File: src/rtl/shift_ctrl_pkg.sv
`default_nettype none
// ============================================================================
// Module   : shift_ctrl_pkg
// Purpose  : Shared types and helpers for the shift-chain sequencer.
//            State encoding, default frame/chain sizes, counter width helper.
// Revision : 1.0 - initial release
// ============================================================================
package shift_ctrl_pkg;

    typedef enum logic [1:0] {
        IDLE  = 2'd0,
        SHIFT = 2'd1,
        HOLD  = 2'd2
    } state_t;

    localparam int C_DEF_WIDTH = 8;
    localparam int C_DEF_DEPTH = 4;

    // Counter must be able to hold n (one past the terminal value n-1)
    // so that the final increment of a frame never wraps.
    function automatic int cnt_width(input int n);
        return ($clog2(n + 1) > 1) ? $clog2(n + 1) : 1;
    endfunction

endpackage
`default_nettype wire

File: src/rtl/shift_ctrl_cnt.sv
`default_nettype none
// ============================================================================
// Module   : shift_ctrl_cnt
// Purpose  : Frame cycle counter with synchronous clear, count enable and a
//            terminal-count flag.
// Ports    : clk, rst (async, active-high), clr, en -> count, tc
//            tc is high while count == TERMINAL.
// Revision : 1.0 - initial release
// ============================================================================
module shift_ctrl_cnt #(
    parameter int CW       = 4,
    parameter int TERMINAL = 11
) (
    input  logic          clk,
    input  logic          rst,
    input  logic          clr,
    input  logic          en,
    output logic [CW-1:0] count,
    output logic          tc
);

    always_ff @(posedge clk or posedge rst) begin
        if (rst) begin
            count <= '0;
        end else if (clr) begin
            count <= '0;
        end else if (en) begin
            count <= count + 1'b1;
        end
    end

    assign tc = (count == CW'(TERMINAL));

endmodule
`default_nettype wire

File: src/rtl/shift_ctrl.sv
`default_nettype none
// ============================================================================
// Module   : shift_ctrl
// Purpose  : Sequencer for a clock-gated serial shift chain. Accepts a word on
//            in_valid/in_ready, streams it LSB-first into the chain (si) with
//            the gate enable (shift_en) raised for WIDTH+DEPTH cycles, then
//            rebuilds the word from the chain output (so) and offers it on
//            out_valid/out_ready.
// Ports    : clk, rst (async, active-high)
//            in_valid, in_ready, in_data[WIDTH]   - word input
//            shift_en, si, so                     - chain interface
//            out_valid, out_ready, out_data[WIDTH]- word output
//            busy                                 - high in SHIFT or HOLD
// Revision : 1.0 - initial release
// ============================================================================
module shift_ctrl
    import shift_ctrl_pkg::*;
#(
    parameter int WIDTH = C_DEF_WIDTH,
    parameter int DEPTH = C_DEF_DEPTH
) (
    input  logic             clk,
    input  logic             rst,
    input  logic             in_valid,
    output logic             in_ready,
    input  logic [WIDTH-1:0] in_data,
    output logic             shift_en,
    output logic             si,
    input  logic             so,
    output logic             out_valid,
    input  logic             out_ready,
    output logic [WIDTH-1:0] out_data,
    output logic             busy
);

    localparam int C_CW = cnt_width(WIDTH + DEPTH);

    state_t             r_state;
    state_t             w_next;
    logic [WIDTH-1:0]   r_tx;
    logic [WIDTH-1:0]   r_rx;
    logic [WIDTH-1:0]   w_rx_next;
    logic [C_CW-1:0]    w_count;
    logic               w_tc;
    logic               w_accept;
    logic               w_sample;

    assign w_accept = in_valid & in_ready;
    // A bit driven at cycle c reaches the chain output during cycle c+DEPTH,
    // so the first DEPTH cycles of a frame only see pre-frame contents.
    assign w_sample = (r_state == SHIFT) && (w_count >= C_CW'(DEPTH));

    shift_ctrl_cnt #(
        .CW       (C_CW),
        .TERMINAL (WIDTH + DEPTH - 1)
    ) u_cnt (
        .clk   (clk),
        .rst   (rst),
        .clr   (w_accept),
        .en    (r_state == SHIFT),
        .count (w_count),
        .tc    (w_tc)
    );

    // Receive shifter: newest sample enters at the MSB, so after WIDTH
    // samples the first one received sits at bit 0.
    generate
        if (WIDTH == 1) begin : g_rx_single
            assign w_rx_next = so;
        end else begin : g_rx_multi
            assign w_rx_next = {so, r_rx[WIDTH-1:1]};
        end
    endgenerate

    always_ff @(posedge clk or posedge rst) begin
        if (rst) begin
            r_state <= IDLE;
        end else begin
            r_state <= w_next;
        end
    end

    always_comb begin
        w_next   = r_state;
        in_ready = 1'b0;
        busy     = 1'b0;
        case (r_state)
            IDLE: begin
                in_ready = 1'b1;
                if (in_valid) begin
                    w_next = SHIFT;
                end
            end
            SHIFT: begin
                busy = 1'b1;
                if (w_tc) begin
                    w_next = HOLD;
                end
            end
            HOLD: begin
                busy     = 1'b1;
                in_ready = out_ready;
                if (out_ready) begin
                    w_next = in_valid ? SHIFT : IDLE;
                end
            end
            default: begin
                w_next = IDLE;
            end
        endcase
    end

    // shift_en and si are registered from the next-state decision so the
    // chain gate sees a clean, edge-aligned control.
    always_ff @(posedge clk or posedge rst) begin
        if (rst) begin
            shift_en  <= 1'b0;
            si        <= 1'b0;
            r_tx      <= '0;
            r_rx      <= '0;
            out_valid <= 1'b0;
            out_data  <= '0;
        end else begin
            shift_en <= (w_next == SHIFT);

            if (w_accept) begin
                si   <= in_data[0];
                r_tx <= in_data >> 1;
            end else if (r_state == SHIFT) begin
                // Zero-filled shift provides the flush bits after the word.
                si   <= r_tx[0];
                r_tx <= r_tx >> 1;
            end

            if (w_sample) begin
                r_rx <= w_rx_next;
            end

            if ((r_state == SHIFT) && w_tc) begin
                out_data  <= w_rx_next;
                out_valid <= 1'b1;
            end else if ((r_state == HOLD) && out_ready) begin
                out_valid <= 1'b0;
            end
        end
    end

endmodule
`default_nettype wire

File: config.mk
export PLATFORM = sky130hd
export DESIGN_NAME = shift_ctrl
export DESIGN_NICKNAME = d
export VERILOG_FILES = /design/src/rtl/shift_ctrl_pkg.sv /design/src/rtl/shift_ctrl_cnt.sv /design/src/rtl/shift_ctrl.sv
export SDC_FILE = /design/constraint.sdc
export NUM_CORES = 1
export LEC_CHECK = 0
export ABC_AREA = 1
export CAP_MARGIN = 15
export CORE_UTILIZATION = 40
export CTS_CLUSTER_SIZE = 24
export DETAILED_ROUTE_END_ITERATION = 10
export GPL_ROUTABILITY_DRIVEN = 0
export PLACE_DENSITY_LB_ADDON = 0.3
export SLEW_MARGIN = 20
export SYNTH_ARGS = -nofsm -noshare
export SYNTH_HDL_FRONTEND = slang
export SYNTH_HIERARCHICAL = 1
export SYNTH_SLANG_ARGS = --single-unit
File: constraint.sdc
create_clock -name clk -period 1.98 [get_ports clk]
set_input_delay 0.396 -clock clk [delete_from_list [all_inputs] [get_ports clk]]
set_output_delay 0.396 -clock clk [all_outputs]
set_load 0.02 [all_outputs]
# == After elaboration in Yosys (flattened, before gate mapping) ==
# Index checks and enable logic that the tools add are counted.
# totals
regBits,33
inputBits,13
out_inout_bits,13
word_cells,37
# classes
add_sub_neg,1
n_lt_le_gt_ge,1
eq_ne,4
mux,15
bitwise,1
n_reduce_logical,7
# ops
operator,count
$mux W8,2
$mux W4,2
$mux W1,6
$mux W2,3
$pmux W2 S3,1
$add A4 B1 Y4 const B,1
$eq A2 B1 Y1 const B,2
$eq A4 B4 Y1 const B,1
$ge A4 B3 Y1 const B,1
$reduce_bool A2 Y1,2
$logic_and A1 B1 Y1,3
$eq A2 B2 Y1 const B,1
$logic_not A2 Y1,1
$pmux W1 S2,1
$reduce_or A2 Y1,1
$and A1 B1 Y1,1

# == Longest topological paths before layout ==
# logic_depth
depth_word,4
ltp_mapped,9
mapped_depth_nobuf,9

# == Cells and area by module ==
# Netlist, hierarchy kept.
# modules_own_cells
mod,instances,cells_per_inst,area_per_inst_um2,seq_area_each_um2
shift_ctrl,1,135,1206.2,675.6
shift_ctrl_cnt,1,27,212.7,100.1

# == Worst setup path before layout ==
# No wires, ideal clock.
# synth_timing
kind,reg2reg
start,reg r_state[0]
end,reg u_cnt.count[3]
setup_ns,0.119
arrival_ns,1.399
slack_ns,0.462
stages_incl_launch_ff,10
n_path_buf,0
period_less_slack_ns,1.518
cell_sequence,dfrtp_1 inv_1 ha_1 nand2_2 a21oi_4 nor2_2 nor2_4 nand3_1 nand2_1 nor2_1
# synth_via
elab_chain_len,4
# synth_lines
item,line,source
start: declaration,shift_ctrl.sv:38,state_t r_state;
start signal: assignment,shift_ctrl.sv:79,r_state <= w_next;
$eq A2 B2 Y1 / $logic_not A2 Y1 (equally long branches),shift_ctrl.sv:87,case (r_state)
$pmux W1 S2 (*),shift_ctrl.sv:87,
$and A1 B1 Y1 (*),shift_ctrl.sv:48,assign w_accept = in_valid & in_ready;
named net w_accept,shift_ctrl.sv:45,logic w_accept;
$mux W4 / $reduce_bool A2 Y1 (equally long branches),-,
end signal: assignment,shift_ctrl_cnt.sv:28,count <= count + 1'b1;
end: declaration,shift_ctrl_cnt.sv:18,"output logic [CW-1:0] count,"
# The timed path passes the listed nets; every way through them passes the cells marked *.
# A chain may end at the register's enable or synchronous reset.

# == Worst setup path after layout ==
# layout_timing
start,reg r_state[1]
end,out busy
# layout_via
elab_chain_len,3
# layout_lines
item,line,source
$eq A2 B2 Y1 / $eq A2 B1 Y1 (equally long branches),shift_ctrl.sv:87,
$reduce_or A2 Y1 (no source line) (*),-,
$mux W1 (*),shift_ctrl.sv:87,
end: declaration,shift_ctrl.sv:33,output logic busy
# Mark *: on every way between the ends. The rest lies on a longest branch, timed or not.

==> key figures <==
Cells and area
  • Finished Cell Area: 1849 µm²
  • Multi-input gate area: 554.3 µm²
  • Most frequent cells in the layout: nand2_1 (52), dfrtp_1 (31), clkdlybuf4s50_1 (23)
  • Diodes inserted: 0
  • Post-layout util: 0.5499
  • FILL cells: 333
  • Commonest non-fill, non-tap cell in the layout: nand2_1
  • Layout area overhead: 30.33%
  • Post-Layout Cell Count: 246
  • Final Net Count: 218
  • Layout cells sized above 1: 0.1200
  • Register area: just under 800 µm²

CTS
  • CTS root buffer: clkbuf_4
  • Post-CTS setup buffers: 0
  • CTS clk-pin slew, worst paths: 0.09 ns
  • Clk sinks: 31
  • Clk_lat worst skew: 0.33 ns
  • CTS buffer count: 5
  • H-tree levels: 2
  • CTS tree: done
  • Clk buf depth: 2

STA
  • Final period utilization: 0.9224
  • Worst Max-Slew Pin Slew: roughly 0.46 ns
  • Clk_skew: 0.004248 ns
  • Final Slew Violations: 0
  • Setup violators final: 0
  • Max-slew headroom: 0.6933
  • Max Clock Freq: 547.5 MHz
  • Final hold vios: 0
  • RSZ-0062 raised after global routing: no
  • Min cycle time layout: 1.826 ns

Floorplanning
  • Core area: about 3400 µm²
  • Die H: 61.56 µm
  • Die area: about 3800 µm²
  • Chip width: 61.56 µm
  • Rows: 21
  • Ports: 26
  • Initial core utilization: 0.4219

GRT
  • M3 GR Usage: 0.06092
  • Busiest grt layer: met2
  • Vias in the first global route: 1105
  • Initial antenna violation count: 0
  • First-pass GRT wire length: 4692 µm
  • Met1 Use GR: 0.1973
  • Total track usage: 0.1720
  • Largest net degree at the start of global routing: 28
  • Gr ovfl total: 0
  • Met2 Usage GRT: 0.2949

Drt
  • Drt wl/cell: 11.14 µm
  • Vias per cell: 4.675
  • Detailed router's first-iteration violation count: 80
  • Via count: 1150
  • Residual DRC: 0
  • Total wire length: 2740 µm
  • Initial DRT Pass Iterations: 4
  • Number of routed nets with antenna violations: 0

Power
  • Leakage: about 0.00092 µW
  • Max rail drop VDD: 0.0006322 V
  • Pwr/cell area: 1383 nW/µm²
  • Power Total: between 2000 and 3000 µW

Synthesis
  • Yosys warns: 6
  • Cell Area, Synth: 1419 µm²
  • Post-Syn Nets: 181
  • Synth Area in Adders: 0.05291
  • Distinct cell type count of the synthesized netlist: 16
  • Mux cell area share after synthesis: 0.007937
  • Area fraction in compound gates after synthesis: 0.08818
  • Cells after synthesis: 162
  • Syn Area/Cell: 8.758 µm²
  • Post-Synth XOR/XNOR Area: 0
  • Sequential area share after synthesis: 0.5467
  • Largest family of logic cells by synthesized area: simple AND/OR/NAND/NOR gates
  • Synth Register Bits: 31
  • Simple-gate share of the synthesized area: 0.2416

Status
  • Status: completed

Place
  • IO Port Bufs: 25
  • DP HPWL: 2061 µm
  • Placed cell area: approximately 1800 µm²
  • Placed instance count: 238

Job
  • Max_cap viols: 0

Setup path
  • Critical Path AT: 1.43 ns
  • Crit path capture type: output pin
  • Setup Crit Path Kind: reg -> out
  • Critical Path Source Type: flop
  • Worst EP required: 1.58 ns
  • R2R cell count: 9
  • Worst Path Max Fanout: 4

Worst hold path
  • Worst hold path type: in -> async
==> area by class of cell <==
class                           count  share of cell area
Inverter                           19             0.03857
Clock buffer                        6             0.02774
Tap cell                           46             0.03112
Sequential cell                    31              0.4195
Multi-Input combinational cell    109              0.2997
Timing Repair Buffer               33              0.1644
Clock inverter                      2             0.01894
==> worst max-delay path, cell delays in order (launching register included) <==
cell and delay, ns:
dfrtp_1 0.41, inv_1 0.12, ha_1 0.25, dlygate4sd2_1 0.32
==> cell families (layout without fill, tap and decap cells) <==
| logic type | Yosys count | in the layout |
|---|---|---|
| AOI/OAI and AO/OA | 22 | 22 |
| adders and majority gates | 6 | 6 |
| buffers and inverters | 22 | 60 |
| DFF | 31 | 31 |
| muxes | 1 | 1 |
| and+or+nand+nor | 80 | 80 |
==> per-stage QoR <==
stage	setup TNS (ns)	setup slack, ns	hold WS [ns]
floorplan	0	0.4618	0.1621
global placement	-0.02709	-0.02709	0.4571
detailed placement	-0.03876	-0.03876	0.4673
CTS	0	0.01319	0.2616
global route	0	0.06672	0.2915
finish	0	0.1536	0.2866
==> state kept, by name, indices dropped and copies added, names as in the netlist <==
| register | cells |
|---|---|
| out_valid | 1 |
| r_tx | 7 |
| out_data | 8 |
| shift_en | 1 |
| r_rx | 7 |
| u_cnt/count | 4 |
| si | 1 |
| r_state | 2 |
==> cell usage after synthesis <==
cell type | count | area [µm²]
nor2_1 | 6 | 22.52
nor2_4 | 2 | 22.52
nor2_2 | 1 | 6.260
o21ai_2 | 1 | 8.760
a21oi_1 | 5 | 25.02
ha_1 | 6 | 75.07
nand2_2 | 1 | 6.260
buf_2 | 2 | 10.01
mux2_2 | 1 | 11.26
nand2_1 | 52 | 195.2
nand3_1 | 18 | 90.09
dfrtp_1 | 31 | 775.7
a21oi_4 | 1 | 16.27
buf_4 | 1 | 7.510
o21ai_0 | 15 | 75.07
inv_1 | 19 | 71.32
==> where the power goes <==
| group | total, µW | internal, µW | leakage, µW | switching, µW |
|---|---|---|---|---|
| combinational | 1040 | 434 | 0.000471 | 601 |
| sequential | 1010 | 868 | 0.000397 | 138 |
| clock | 516 | 298 | 0.0000482 | 218 |
| total | 2560 | 1600 | 0.000916 | 957 |
==> repair_timing <==
| action | in CTS | in global routing |
|---|---|---|
| setup endpoints to repair | 2 | 1 |
| hold buffers | 0 | 0 |
| gates resized for setup | 2 | 2 |
| hold endpoints to repair | 0 | 0 |
==> final timing paths <==
path,from,endpoint,slack [ns]
min,rst,u_cnt/count[0],0.29
max,r_state[1],busy,0.15
min in group clk,out_valid,out_valid,0.49
max in group asynchronous,rst,out_data[7],1.26
max reg2reg,r_state[0],r_tx[4],0.40
min reg2reg,out_valid,out_valid,0.49
==> per-layer routing <==
metal  wire (µm)  vias up
met3          99        2
met1        1255      542
met4          27        0
li1            -      584
met2        1356       22
met5           0        -
Note: power is estimated with default switching activity, not from simulation.
